File: src/rtl/addr_window_monitor.sv
// addr_window_monitor
// Watches the look-ahead memory bus for accesses that fall into up to four
// address windows. It produces a registered hit pulse per window, a registered
// write-hit strobe, a saturating hit counter per window and a sticky interrupt.
// The interrupt is raised when any counter reaches THRESHOLD.
//
// Build option: define ADDR_MON_READ_EN to let read strobes (mem_la_read)
// qualify matches as well as writes. When it is undefined, only writes
// qualify. mem_la_read stays on the port list so the pinout does not change.

module addr_window_monitor #(
   parameter int                            NUM_WIN   = 4,
   parameter int                            ADDR_W    = 32,
   parameter int                            CNT_W     = 16,
   parameter logic [NUM_WIN*ADDR_W-1:0]     WIN_BASE  = {32'h0, 32'h0, 32'h0, 32'h00001000},
   parameter logic [NUM_WIN*ADDR_W-1:0]     WIN_LIMIT = {32'h0, 32'h0, 32'h0, 32'h00004000},
   parameter int                            THRESHOLD = 100
) (
   input  logic                clk,
   input  logic                resetn,
   input  logic                mem_la_write,
   input  logic                mem_la_read,
   input  logic [ADDR_W-1:0]   mem_la_addr,
   input  logic                clr,
   input  logic                irq_ack,
   input  logic [1:0]          cnt_sel,
   output logic [NUM_WIN-1:0]  hit,
   output logic                out_byte_en,
   output logic [CNT_W-1:0]    cnt_val,
   output logic                irq
);

   // The threshold can only be reached by an increment if it lies in
   // 1 .. 2**CNT_W-1. A zero threshold is never "become equal" to.
   localparam longint          CNT_MAX_L = (longint'(1) << CNT_W) - 1;
   localparam bit              THR_OK    = (THRESHOLD >= 1) && (longint'(THRESHOLD) <= CNT_MAX_L);
   localparam logic [CNT_W-1:0] THR_M1   = THR_OK ? CNT_W'(THRESHOLD - 1) : '0;

   logic                w_qual;
   logic [NUM_WIN-1:0]  w_match;
   logic [NUM_WIN-1:0]  w_wmatch;
   logic [NUM_WIN-1:0]  w_set;
   logic [CNT_W-1:0]    w_cnt_tab [0:3];

   logic [NUM_WIN-1:0]  r_hit;
   logic                r_obe;
   logic                r_irq;

   // Strobe qualification: writes always, reads only in the read-enabled build.
`ifdef ADDR_MON_READ_EN
   assign w_qual = mem_la_write | mem_la_read;
`else
   logic w_unused_read;
   assign w_qual        = mem_la_write;
   assign w_unused_read = mem_la_read;
`endif

   // One slice per possible window. Unused slots read back as zero so that
   // cnt_sel can index a fixed four-entry table.
   genvar gi;
   generate
      for (gi = 0; gi < 4; gi++) begin : g_win
         if (gi < NUM_WIN) begin : g_on
            localparam logic [ADDR_W-1:0] BASE  = WIN_BASE [gi*ADDR_W +: ADDR_W];
            localparam logic [ADDR_W-1:0] LIMIT = WIN_LIMIT[gi*ADDR_W +: ADDR_W];

            logic             w_in_range;
            logic [CNT_W-1:0] r_cnt;

            if (BASE < LIMIT) begin : g_en
               // Half-open range test done as a single unsigned compare:
               // addresses below BASE wrap to a large offset and fail.
               localparam logic [ADDR_W-1:0] SPAN = LIMIT - BASE;
               logic [ADDR_W-1:0] w_off;
               assign w_off      = mem_la_addr - BASE;
               assign w_in_range = (w_off < SPAN);
            end else begin : g_dis
               // Empty or inverted window: permanently disabled.
               assign w_in_range = 1'b0;
            end

            assign w_match[gi]  = w_qual & w_in_range;
            assign w_wmatch[gi] = mem_la_write & w_in_range;

            // This edge takes the counter from THRESHOLD-1 to THRESHOLD.
            // A clear on the same edge suppresses the increment, and
            // therefore the interrupt as well.
            assign w_set[gi] = THR_OK && w_match[gi] && !clr && (r_cnt == THR_M1);

            // Saturating hit counter; clear has priority over counting.
            always_ff @(posedge clk or negedge resetn) begin
               if (!resetn) begin
                  r_cnt <= '0;
               end else if (clr) begin
                  r_cnt <= '0;
               end else if (w_match[gi] && (r_cnt != {CNT_W{1'b1}})) begin
                  r_cnt <= r_cnt + CNT_W'(1);
               end
            end

            assign w_cnt_tab[gi] = r_cnt;
         end else begin : g_off
            assign w_cnt_tab[gi] = '0;
         end
      end
   endgenerate

   // Register per-window hit pulses and the write-hit strobe.
   always_ff @(posedge clk or negedge resetn) begin
      if (!resetn) begin
         r_hit <= '0;
         r_obe <= 1'b0;
      end else begin
         r_hit <= w_match;
         r_obe <= |w_wmatch;
      end
   end

   // Sticky interrupt; a new threshold crossing beats a same-edge ack.
   always_ff @(posedge clk or negedge resetn) begin
      if (!resetn) begin
         r_irq <= 1'b0;
      end else if (|w_set) begin
         r_irq <= 1'b1;
      end else if (irq_ack) begin
         r_irq <= 1'b0;
      end
   end

   assign hit         = r_hit;
   assign out_byte_en = r_obe;
   assign irq         = r_irq;
   assign cnt_val     = w_cnt_tab[cnt_sel];

endmodule

File: config.mk
export PLATFORM = sky130hd
export DESIGN_NAME = addr_window_monitor
export DESIGN_NICKNAME = d
export VERILOG_FILES = /design/src/rtl/addr_window_monitor.sv
export SDC_FILE = /design/constraint.sdc
export NUM_CORES = 1
export LEC_CHECK = 0
export BUFFER_PORTS_ARGS = -buffer_cell sky130_fd_sc_hd__buf_2
export CORE_MARGIN = 4
export CORE_UTILIZATION = 46
export CTS_BUF_LIST = sky130_fd_sc_hd__clkbuf_16
export DETAILED_ROUTE_END_ITERATION = 6
export PLACE_DENSITY_LB_ADDON = 0.1
export RECOVER_POWER = 100
export SLEW_MARGIN = 20
export SYNTH_ARGS = -nofsm -noshare
export SYNTH_HDL_FRONTEND = slang
export SYNTH_SLANG_ARGS = --single-unit
File: constraint.sdc
create_clock -name clk -period 2.8 [get_ports clk]
set_input_delay 0.56 -clock clk [delete_from_list [all_inputs] [get_ports clk]]
set_output_delay 0.56 -clock clk [all_outputs]
set_load 0.05 [all_outputs]
==> parameters.txt, run 1 <==
Parameter                              Value

Routing
  Number of antenna-violating nets in the routed design ... 0
  Vias ... 1482
  Total Wirelength ... 3890 microns
  Average via count per standard cell ... 5.51
  DRC violations left ... 0
  First-pass detailed-route iteration total ... 4
  Post-DR wirelength/cell ... 14.5 microns
  Detailed Route Iter0 Violations ... just under 70

Power and ir drop
  Reported leakage power ... 0.769 nW
  Ratio of total power to cell area ... between 300 and 400 nW/um^2
  Peak supply drop ... 0.375 mV

Synth
  Leading post-synthesis cells by cell area ... dfrtp_1, mux2_4, and2_1
  Register area share after synthesis ... 28.9%
  Count of warnings emitted by yosys ... 0
  Instance count of the mapped netlist ... 172
  Area share of the leading cell type in the synthesized netlist ... between 20% and 30%
  Fraction of synthesis flops using an asynchronous set or reset pin ... 100%
  Seq cells post-synth ... 18
  Unique masters post-synth ... 45
  Biggest area consumer among synthesized cells ... dfrtp_1
  Commonest cells in the synthesized netlist ... dfrtp_1, nor2_1, and2_1
  Number of enable-type register cells in the synthesized netlist ... 0
  Leading register cell type out of synthesis ... dfrtp_1
  Library cell with the highest instance count after synthesis ... dfrtp_1
  Cell area after technology mapping ... 1560 sq um
  Syn Area/Cell ... 9.06 sq um

Placement
  Routability congestion estimate from global placement ... about 0.84
  Count of input and output buffers ... 45
  HPWL after detailed placement ... 2960 microns
  Placement Setup Slack ... -0.105 ns
  Cell area reported after detailed placement ... 1890 sq um

Global routing
  Total gr overflow ... 0
  Initial antenna violation count ... 0
  Global-route usage over all layers ... 18.8%
  Via count of the first global-routing pass ... 1392
  First-pass GRT wire length ... 6450 microns
  Largest net degree at the start of global routing ... 29

STA
  Maximum clock skew at final layout ... between 0.002 and 0.003 ns
  Portion of the clock cycle consumed by the worst path in the final layout ... between 90% and 100%
  Max Freq ... roughly 0.38 GHz
  Number of hold violations in the final report ... 0
  Hold slack ... 0.469 ns
  Final setup violation count ... 0
  Final count of pins violating max slew ... 0
  Slew @ Worst Pin ... 1.03 ns
  Setup repair after global routing missed its margin ... no
  Minimum clock period after layout ... 2.65 ns
  Post-route worst setup slack ... 0.152 ns
  Normalized max-slew margin ... between 30% and 40%

Finish
  Sequential cell area ... 450 sq um
  Fraction of final layout cells with drive strength greater than 1 ... 25.8%
  Final design area excluding fillers ... 1880 sq um
  Post-layout net count ... about 270
  Area growth from synthesis to layout ... 20.5%
  Combined area of the multi-input logic cells ... roughly 960 sq um
  Number of fill cells ... 313
  Number of antenna repair diodes ... 0

Die
  Core Rows ... 20
  Height of the die ... 66.2 microns
  Number of ports placed on the die boundary ... 62
  Full die area ... between 4000 and 5000 sq um
  Core region area ... 3150 sq um
  Starting utilization of the core area ... between 40% and 50%
  Die W ... around 66 microns

Critical path
  Combined buffer and inverter count along the critical path ... 2
  Chain of cells forming the critical path ... buf_2, or4_4, a2111oi_4, o2111ai_4, clkbuf_1, nor4_1, mux2_4
  Arrival time of data at the critical path endpoint ... 2.78 ns
  Data required time of the critical path ... 2.94 ns
  Type of the worst setup path ... in2reg
  Largest fanout on the critical path ... 12
  Nature of the critical path startpoint ... input pin
  Cell family with most CP delay ... simple AND/OR/NAND/NOR gates
  Master of the slowest instance on the critical path ... or4_4
  Worst Setup End Kind ... flop
  Maximum cell stage delay along the critical path ... 0.58 ns

Clocking
  Cell at the root of the clock tree ... clkbuf_16
  Clock buffers created by TritonCTS ... 3
  Clock tree from TritonCTS ... done
  Buffers from clock root to sink, at most ... 2
  Cts-stage hold buffer count ... 0
  Clock latency on the worst-skew pair ... 0.25 ns
  Clk slew on worst S/H paths ... 0.05 ns
  H-Tree Level Count ... 1
  Number of cells upsized or downsized after cts ... 0
  Clock Sinks ... 18
  Post-CTS setup buffer count ... 0

Run
  Maximum Capacitance Violations ... 0

Outcome
  Run status ... completed

Hold path
  Worst min-delay path category ... in2async
-- report_power, final --
| part | total [mW] | switching, mW | leakage [nW] | internal, mW |
|---|---|---|---|---|
| clock | 0.288 | 0.0982 | 0.0385 | 0.190 |
| combinational | 0.0813 | 0.0496 | 0.479 | 0.0316 |
| sequential | 0.260 | 0.0000000915 | 0.252 | 0.260 |
-- cells in the final DEF, fill, tap and decap left out, drive strengths merged, types with 5 or more instances in the layout --
cell / Yosys / routed
clkbuf: 5 / 27
buf: 8 / 36
or4: 6 / 6
nor4: 13 / 13
nor3: 8 / 8
dfrtp: 18 / 18
mux2: 10 / 10
nor2b: 10 / 10
inv: 6 / 6
a21oi: 5 / 5
nand3: 6 / 6
nor2: 15 / 15
and2: 14 / 14
nand2: 7 / 7
-- layout make-up --
cell class                 count  area share, %
inverter                       6           1.20
clock inverter                 1          0.200
multi-input combinational    137           51.1
clock buffer                   3           3.99
timing repair buffer          60           16.6
sequential                    18           24.0
tap                           44           2.93
-- logic make-up after synthesis --
kind of cell | synth area share (%)
AND/OR/NAND/NOR | 41.1
other | 0.241
adder cells (fa/ha/maj) | 0.802
flip-flops | 28.9
buffers and inverters | 6.66
AO/OA/AOI/OAI | 12.8
multiplexers | 9.55
-- final timing paths --
check,slack (ns),cells past startpoint,end,startpoint
worst max-delay path,0.15,7,g_win[0].g_on.r_cnt[6],mem_la_addr[19]
worst min-delay path,0.47,1,hit[0],resetn
worst max register to register,0.36,7,g_win[0].g_on.r_cnt[15],g_win[0].g_on.r_cnt[0]
worst min register to register,0.53,2,irq,irq
max in group asynchronous,1.71,1,g_win[0].g_on.r_cnt[10],resetn
min in group clk,0.50,2,irq,irq_ack
-- through the flow --
step / total power [mW] / utilization [%] / TNS, ns / cells
floorplan: 0.308 / - / 0 / 174
global placement: 0.345 / 60.0 / -0.323 / 265
detailed placement: 0.349 / 60.0 / -0.409 / 265
CTS: 0.638 / 62.5 / 0 / 269
global route: 0.659 / 59.6 / 0 / 269
finish: 0.630 / 59.6 / 0 / 269
-- sequential cells by signal (all words and copies together) (netlist names) --
signal / flops
g_win.g_on.r_cnt: 16
hit: 1
irq: 1
-- routing by layer --
metal  up-vias  GRT usage [%]  routed length, microns
li1        745              -                       -
met1       692           24.9                    1830
met2        43           31.5                    1830
met3         2           4.25                     225
met4         0           3.05                       8
met5         -              0                       0
Power figures use the tool's default switching activity.
==> run 2: changes to the inputs <==
--- a/config.mk
+++ b/config.mk
@@ -6,7 +6,7 @@
 export NUM_CORES = 1
 export LEC_CHECK = 0
 export BUFFER_PORTS_ARGS = -buffer_cell sky130_fd_sc_hd__buf_2
-export CORE_MARGIN = 4
+export CORE_MARGIN = 2
 export CORE_UTILIZATION = 46
 export CTS_BUF_LIST = sky130_fd_sc_hd__clkbuf_16
 export DETAILED_ROUTE_END_ITERATION = 6
==> run 2 against run 1 <==
Against the previous run: sequential power hardly changed; global-route usage is 2.4 points higher; cell area shrank 1.1%; power shrank 1.2%; register-to-register slack better by 0.08 ns; sequential share of layout area grew 0.27 points; combinational power is 5.4% lower; routed wire length down 4.9%; clock power is essentially flat; clock-buffer cell count stayed put; largest cell class unchanged; highest routed layer unchanged.
==> parameters.txt, run 2 (same netlist as run 1, synthesis figures left out) <==
Parameter                              Value

Placement
  Post-Place Cells ... 260 (was 265)
  Cell area reported after detailed placement ... 1840 sq um (was 1890 sq um)
  Count of input and output buffers ... 45 (unchanged)
  Placement Setup Slack ... -0.00448 ns (was -0.105 ns)
  HPWL after detailed placement ... 2860 microns (was 2960 microns)
  Routability congestion estimate from global placement ... 0.835 (was 0.843)

Die
  Die W ... 62.2 microns (was 66.2 microns)
  Full die area ... 3870 sq um (was 4380 sq um)
  Number of ports placed on the die boundary ... 62 (unchanged)
  Starting utilization of the core area ... 47.5% (was 49.4%)
  Height of the die ... 62.2 microns (was 66.2 microns)
  Core Rows ... 21 (was 20)
  Core region area ... 3280 sq um (was 3150 sq um)

Routing
  Post-DR wirelength/cell ... 14.0 microns (was 14.5 microns)
  Detailed Route Iter0 Violations ... 52 (was 68)
  Total Wirelength ... 3700 microns (was 3890 microns)
  Number of antenna-violating nets in the routed design ... 0 (unchanged)
  Average via count per standard cell ... 5.47 (was 5.51)
  Vias ... 1445 (was 1482)
  First-pass detailed-route iteration total ... 4 (unchanged)
  DRC violations left ... 0 (unchanged)

Power and ir drop
  Combinational cell fraction of total power ... 12.4% (was 12.9%)
  Ratio of total power to cell area ... 335 nW/um^2 (about the same)
  Peak supply drop ... 0.316 mV (was 0.375 mV)
  Reported leakage power ... 0.747 nW (was 0.769 nW)
  Post-layout total power ... 0.622 mW (was 0.630 mW)
  Sw power ... 0.144 mW (was 0.148 mW)
  Cell internal pwr ... 0.479 mW (was 0.482 mW)
  Proportion of total power due to net switching ... 23.1% (was 23.5%)
  Clock group share of total power ... 45.8% (about the same)
  Sequential power share ... 41.8% (was 41.3%)

Critical path
  Maximum cell stage delay along the critical path ... 0.59 ns (was 0.58 ns)
  Reg2Reg Depth ... 7 (unchanged)
  Endpoint of the worst register-to-register path ... g_win[0].g_on.r_cnt[9] (was g_win[0].g_on.r_cnt[15])
  Type of the worst setup path ... in2reg (unchanged)
  Master of the slowest instance on the critical path ... or4_4 (unchanged)
  Largest fanout on the critical path ... 8 (was 12)
  Nature of the critical path startpoint ... input pin (unchanged)
  Worst Setup End Kind ... flop (unchanged)
  R2r setup slk ... 0.44 ns (was 0.36 ns)
  Startpoint of the worst-slack reg-to-reg timing path ... g_win[0].g_on.r_cnt[0] (unchanged)
  Data required time of the critical path ... 2.93 ns (was 2.94 ns)
  Chain of cells forming the critical path ... buf_2, or4_4, a2111oi_4, o2111ai_4, clkbuf_1, nor4_1, mux2_4 (unchanged)
  Arrival time of data at the critical path endpoint ... 2.74 ns (was 2.78 ns)

Clocking
  Cts-stage hold buffer count ... 0 (unchanged)
  Number of cells upsized or downsized after cts ... 0 (unchanged)
  Clk slew on worst S/H paths ... 0.05 ns (about the same)
  Clock Sinks ... 18 (unchanged)
  Buffers from clock root to sink, at most ... 2 (unchanged)
  H-Tree Level Count ... 1 (unchanged)
  Clock buffers created by TritonCTS ... 3 (unchanged)
  Clock latency on the worst-skew pair ... 0.25 ns (about the same)
  Cell at the root of the clock tree ... clkbuf_16 (unchanged)
  Post-CTS setup buffer count ... 0 (unchanged)
  Clock tree from TritonCTS ... done (unchanged)

STA
  Max Freq ... 0.383 GHz (was 0.378 GHz)
  Final count of pins violating max slew ... 0 (unchanged)
  Slew @ Worst Pin ... 0.991 ns (was 1.03 ns)
  Maximum clock skew at final layout ... 0.00104 ns (was 0.00296 ns)
  Minimum clock period after layout ... 2.61 ns (was 2.65 ns)
  Normalized max-slew margin ... 33.9% (was 31.1%)
  Setup repair after global routing missed its margin ... no (unchanged)
  Portion of the clock cycle consumed by the worst path in the final layout ... 93.2% (was 94.6%)
  Post-route worst setup slack ... 0.190 ns (was 0.152 ns)
  Number of hold violations in the final report ... 0 (unchanged)
  Final setup violation count ... 0 (unchanged)

Finish
  Max reg flops ... 16 (unchanged)
  Most common library cell in the layout ignoring fill and taps ... buf_2
  Highest-count cells in the layout ignoring fill and taps ... buf_2, clkbuf_1, dfrtp_1 (unchanged)
  Number of antenna repair diodes ... 0 (unchanged)
  Register name with the most flops ... g_win.g_on.r_cnt (unchanged)
  Final design area excluding fillers ... 1860 sq um (was 1880 sq um)
  Number of fill cells ... 320 (was 313)
  Area growth from synthesis to layout ... 19.2% (was 20.5%)
  Post-layout net count ... 260 (was 267)
  Sequential cell area ... 450 sq um (unchanged)
  Fraction of final layout cells with drive strength greater than 1 ... 25.2% (was 25.8%)
  Non-filler cells, final ... 264 (was 269)
  Combined area of the multi-input logic cells ... 986 sq um (was 960 sq um)
  Final Util ... 56.6% (was 59.6%)

Run
  Maximum Capacitance Violations ... 0 (unchanged)

Global routing
  First-pass GRT wire length ... 6800 microns (was 6450 microns)
  Via count of the first global-routing pass ... 1491 (was 1392)
  Met2 Usage GRT ... 35.6% (was 31.5%)
  Initial antenna violation count ... 0 (unchanged)
  Global-route track usage on met3 ... 4.17% (was 4.25%)
  Most used routing layer in global routing ... met2 (unchanged)
  GR Layer Usage met1 ... 28.5% (was 24.9%)
  Largest net degree at the start of global routing ... 29 (unchanged)
  Total gr overflow ... 0 (unchanged)
  Global-route usage over all layers ... 21.2% (was 18.8%)

Outcome
  Run status ... completed (unchanged)

Hold path
  Worst min-delay path category ... in2async (unchanged)
==> run 2: worst max-delay path by stage <==
stage / from / to / slack [ns] / cells past startpoint
after floorplan: mem_la_addr[19] / g_win[0].g_on.r_cnt[15] / 0.15 / 7
after global placement: mem_la_addr[19] / g_win[0].g_on.r_cnt[6] / 0.005 / 7
after detailed placement: mem_la_addr[19] / g_win[0].g_on.r_cnt[15] / -0.004 / 7
after CTS: mem_la_addr[19] / g_win[0].g_on.r_cnt[15] / 0.26 / 7
after global routing: mem_la_addr[19] / g_win[0].g_on.r_cnt[15] / 0.05 / 7
final: mem_la_addr[19] / g_win[0].g_on.r_cnt[9] / 0.19 / 7
==> run 2: critical path, delay by kind of cell <==
family	cells	cell delay [ns]
buf+inv	2	0.29
compound gates	2	0.63
mux	1	0.34
simple gates	2	0.92
==> run 2: power by group through the flow <==
stage	registers, mW	logic (mW)	clock network, mW
floorplan	0.265	0.0427	0
global placement	0.265	0.0755	0
detailed placement	0.265	0.0788	0
CTS	0.260	0.0788	0.291
global route	0.260	0.0858	0.306
finish	0.260	0.0769	0.285
==> run 2: stage by stage <==
stage                     TNS (ns)  hold slack (ns)
after floorplan                  0            0.264
after global placement           0            0.510
after detailed placement   -0.0119            0.524
after CTS                        0            0.259
after global routing             0            0.506
final                            0            0.458
==> run 2: final cells by class <==
class	count	area share, %
flip-flops and latches	18	24.2
multi-input cells	137	53.1
inverters	6	1.21
repair buffers	53	14.1
clock buffers	3	4.04
clock inverters	1	0.202
well taps	46	3.10
==> run 2: layer usage <==
metal	share of wire (%)	routed length [microns]	up-vias
met5	0	0	-
met4	0.32	12	0
met3	2.8	104	2
li1	-	-	728
met2	49	1810	23
met1	48	1780	692
==> run 3: changes to the inputs <==
--- a/config.mk
+++ b/config.mk
@@ -9,7 +9,9 @@
 export CORE_MARGIN = 2
 export CORE_UTILIZATION = 46
 export CTS_BUF_LIST = sky130_fd_sc_hd__clkbuf_16
+export CTS_CLUSTER_DIAMETER = 200
 export DETAILED_ROUTE_END_ITERATION = 6
+export GPL_TIMING_DRIVEN = 0
 export PLACE_DENSITY_LB_ADDON = 0.1
 export RECOVER_POWER = 100
 export SLEW_MARGIN = 20
==> constraint.sdc (replaced) <==
create_clock -name clk -period 3.3 [get_ports clk]
set_input_delay 0.66 -clock clk [delete_from_list [all_inputs] [get_ports clk]]
set_output_delay 0.66 -clock clk [all_outputs]
set_load 0.05 [all_outputs]
==> run 3 against run 2 <==
Against the previous run: clock-buffer cell count unchanged; clock power decreased by 16%; critical path depth increased by 1; combinational power decreased by 16%; sequential share of layout area increased by 0.48 points; clock skew increased by 0.00079 ns; cell count increased by 1.5%; non-clock buffer count increased by 4; utilization decreased by 1.1 points; register-to-register slack improved by 0.54 ns; critical endpoint is now g_win[0].g_on.r_cnt[15]; largest cell class unchanged; largest power group unchanged; highest routed layer unchanged.
==> parameters.txt, run 3 (same netlist as run 1, synthesis figures left out) <==
Parameter                              Value

Outcome
  Run status ... completed (unchanged)

Critical path
  Reg2Reg Depth ... 7 (unchanged)
  Critical path's most frequent cell ... buf_6
  Largest fanout on the critical path ... 10 (was 8)
  Master of the slowest instance on the critical path ... or4_4 (unchanged)
  Data required time of the critical path ... 3.43 ns (was 2.93 ns)
  Endpoint of the worst register-to-register path ... g_win[0].g_on.r_cnt[5] (was g_win[0].g_on.r_cnt[9])
  Worst Setup End Kind ... flop (unchanged)
  Maximum cell stage delay along the critical path ... 0.52 ns (was 0.59 ns)
  Chain of cells forming the critical path ... buf_2, or4_4, buf_6, a2111oi_4, o2111ai_1, buf_6, nor4_1, mux2_4 (was buf_2, or4_4, a2111oi_4, o2111ai_4, clkbuf_1, nor4_1, mux2_4)
  Nature of the critical path startpoint ... input pin (unchanged)
  Arrival time of data at the critical path endpoint ... 3.05 ns (was 2.74 ns)
  Type of the worst setup path ... in2reg (unchanged)
  Combined buffer and inverter count along the critical path ... 3 (was 2)
  R2r setup slk ... 0.98 ns (was 0.44 ns)
  Startpoint of the worst-slack reg-to-reg timing path ... g_win[0].g_on.r_cnt[0] (unchanged)
  Cell family with most CP delay ... simple AND/OR/NAND/NOR gates (unchanged)

Finish
  Max reg flops ... 16 (unchanged)
  Highest-count cells in the layout ignoring fill and taps ... clkbuf_1, buf_2, dfrtp_1 (was buf_2, clkbuf_1, dfrtp_1)
  Area growth from synthesis to layout ... 16.9% (was 19.2%)
  Post-layout net count ... 264 (was 260)
  Most common library cell in the layout ignoring fill and taps ... clkbuf_1 (was buf_2)
  Final Util ... 55.5% (was 56.6%)
  Number of antenna repair diodes ... 0 (unchanged)
  Fraction of final layout cells with drive strength greater than 1 ... 22.5% (was 25.2%)
  Register name with the most flops ... g_win.g_on.r_cnt (unchanged)

Clocking
  Post-CTS setup buffer count ... 0 (unchanged)
  H-Tree Level Count ... 1 (unchanged)
  Clock latency on the worst-skew pair ... 0.25 ns (about the same)
  Clk slew on worst S/H paths ... 0.05 ns (about the same)
  Clock Sinks ... 18 (unchanged)
  Buffers from clock root to sink, at most ... 2 (unchanged)
  Number of cells upsized or downsized after cts ... 0 (unchanged)
  Cell at the root of the clock tree ... clkbuf_16 (unchanged)
  Clock tree from TritonCTS ... done (unchanged)
  Cts-stage hold buffer count ... 0 (unchanged)
  Clock buffers created by TritonCTS ... 3 (unchanged)

Global routing
  Largest net degree at the start of global routing ... 19 (was 29)
  Initial antenna violation count ... 0 (unchanged)
  Most used routing layer in global routing ... met2 (unchanged)
  Via count of the first global-routing pass ... 1449 (was 1491)
  Global-route usage over all layers ... 21.5% (was 21.2%)
  Total gr overflow ... 0 (unchanged)
  First-pass GRT wire length ... 6840 microns (was 6800 microns)
  GR Layer Usage met1 ... 29.7% (was 28.5%)
  Global-route track usage on met3 ... 3.99% (was 4.17%)
  Met2 Usage GRT ... 36.4% (was 35.6%)

Power and ir drop
  Ratio of total power to cell area ... 289 nW/um^2 (was 335 nW/um^2)
  Peak supply drop ... 0.264 mV (was 0.316 mV)
  Reported leakage power ... 0.739 nW (was 0.747 nW)

Placement
  HPWL after detailed placement ... 2970 microns (was 2860 microns)
  Routability congestion estimate from global placement ... 0.848 (was 0.835)
  Count of input and output buffers ... 44 (was 45)

Routing
  Detailed Route Iter0 Violations ... 66 (was 52)
  Total Wirelength ... 3880 microns (was 3700 microns)
  Number of antenna-violating nets in the routed design ... 0 (unchanged)
  Average via count per standard cell ... 5.63 (was 5.47)
  Post-DR wirelength/cell ... 14.5 microns (was 14.0 microns)
  First-pass detailed-route iteration total ... 4 (unchanged)
  DRC violations left ... 0 (unchanged)
  Vias ... 1510 (was 1445)

Die
  Starting utilization of the core area ... 47.5% (unchanged)
  Core region area ... 3280 sq um (unchanged)
  Die W ... 62.2 microns (unchanged)
  Full die area ... 3870 sq um (unchanged)
  Height of the die ... 62.2 microns (unchanged)
  Core Rows ... 21 (unchanged)
  Number of ports placed on the die boundary ... 62 (unchanged)

STA
  Portion of the clock cycle consumed by the worst path in the final layout ... 88.4%
  Setup_tns ... 0 ns (unchanged)
  Normalized max-slew margin ... 32.1% (was 33.9%)
  Max Freq ... 0.343 GHz
  Slew @ Worst Pin ... 1.02 ns (was 0.991 ns)
  Final count of pins violating max slew ... 0 (unchanged)
  Maximum clock skew at final layout ... 0.00183 ns (was 0.00104 ns)
  Number of hold violations in the final report ... 0 (unchanged)
  Final setup violation count ... 0 (unchanged)
  Minimum clock period after layout ... between 2 and 3 ns
  Setup repair after global routing missed its margin ... no (unchanged)

Hold path
  End of the worst hold path ... irq
  Launch point of the worst hold path ... irq
  Worst hold path cell count ... 2
  Worst min-delay path category ... reg2reg (was in2async)

Run
  Maximum Capacitance Violations ... 0 (unchanged)
## run 3: where the power goes
part	leakage, nW	switching (mW)	internal [mW]
combinational	0.448	0.0411	0.0233
clock	0.0385	0.0795	0.161
sequential	0.252	0.0000000785	0.221
## run 3: layout make-up
cell class,count,area (sq um)
Tap cell,46,57.6
Sequential cell,18,450
Multi-Input combinational cell,137,937
Clock inverter,1,3.75
Timing Repair Buffer,44,194
Inverter,6,22.5
Fill cell,326,1460
Clock buffer,3,75.1
Buffer,13,81.3
## run 3: routing by layer
metal / vias to the layer above / routed length (microns)
li1: 736 / -
met1: 727 / 1800
met2: 45 / 1850
met3: 2 / 207
met4: 0 / 17
met5: - / 0
## run 3: worst min-delay path, stage by stage (launching register included)
cell and delay, ns:
dfrtp_1 0.38, inv_1 0.06, o22ai_1 0.06
## run 3: metrics by stage
step	area, sq um	setup WS (ns)	power (mW)	hold WS (ns)	instances
2_1_floorplan	1570	0.549	0.261	0.364	174
3_3_place_gp	1840	0.334	0.289	0.511	264
3_5_place_dp	1840	0.314	0.292	0.545	264
4_1_cts	1920	0.568	0.535	0.356	268
5_1_grt	1820	0.240	0.553	0.578	268
6_report	1820	0.384	0.526	0.542	268
## run 3: how the worst max path moves through the flow
stage / startpoint / to / slack, ns / depth (start not counted)
after floorplan: mem_la_addr[19] / g_win[0].g_on.r_cnt[15] / 0.55 / 7
after global placement: mem_la_addr[15] / g_win[0].g_on.r_cnt[9] / 0.33 / 7
after detailed placement: mem_la_addr[15] / g_win[0].g_on.r_cnt[9] / 0.31 / 7
after CTS: mem_la_addr[15] / g_win[0].g_on.r_cnt[9] / 0.57 / 7
after global routing: mem_la_addr[15] / g_win[0].g_on.r_cnt[15] / 0.24 / 7
final: mem_la_addr[19] / g_win[0].g_on.r_cnt[15] / 0.38 / 8
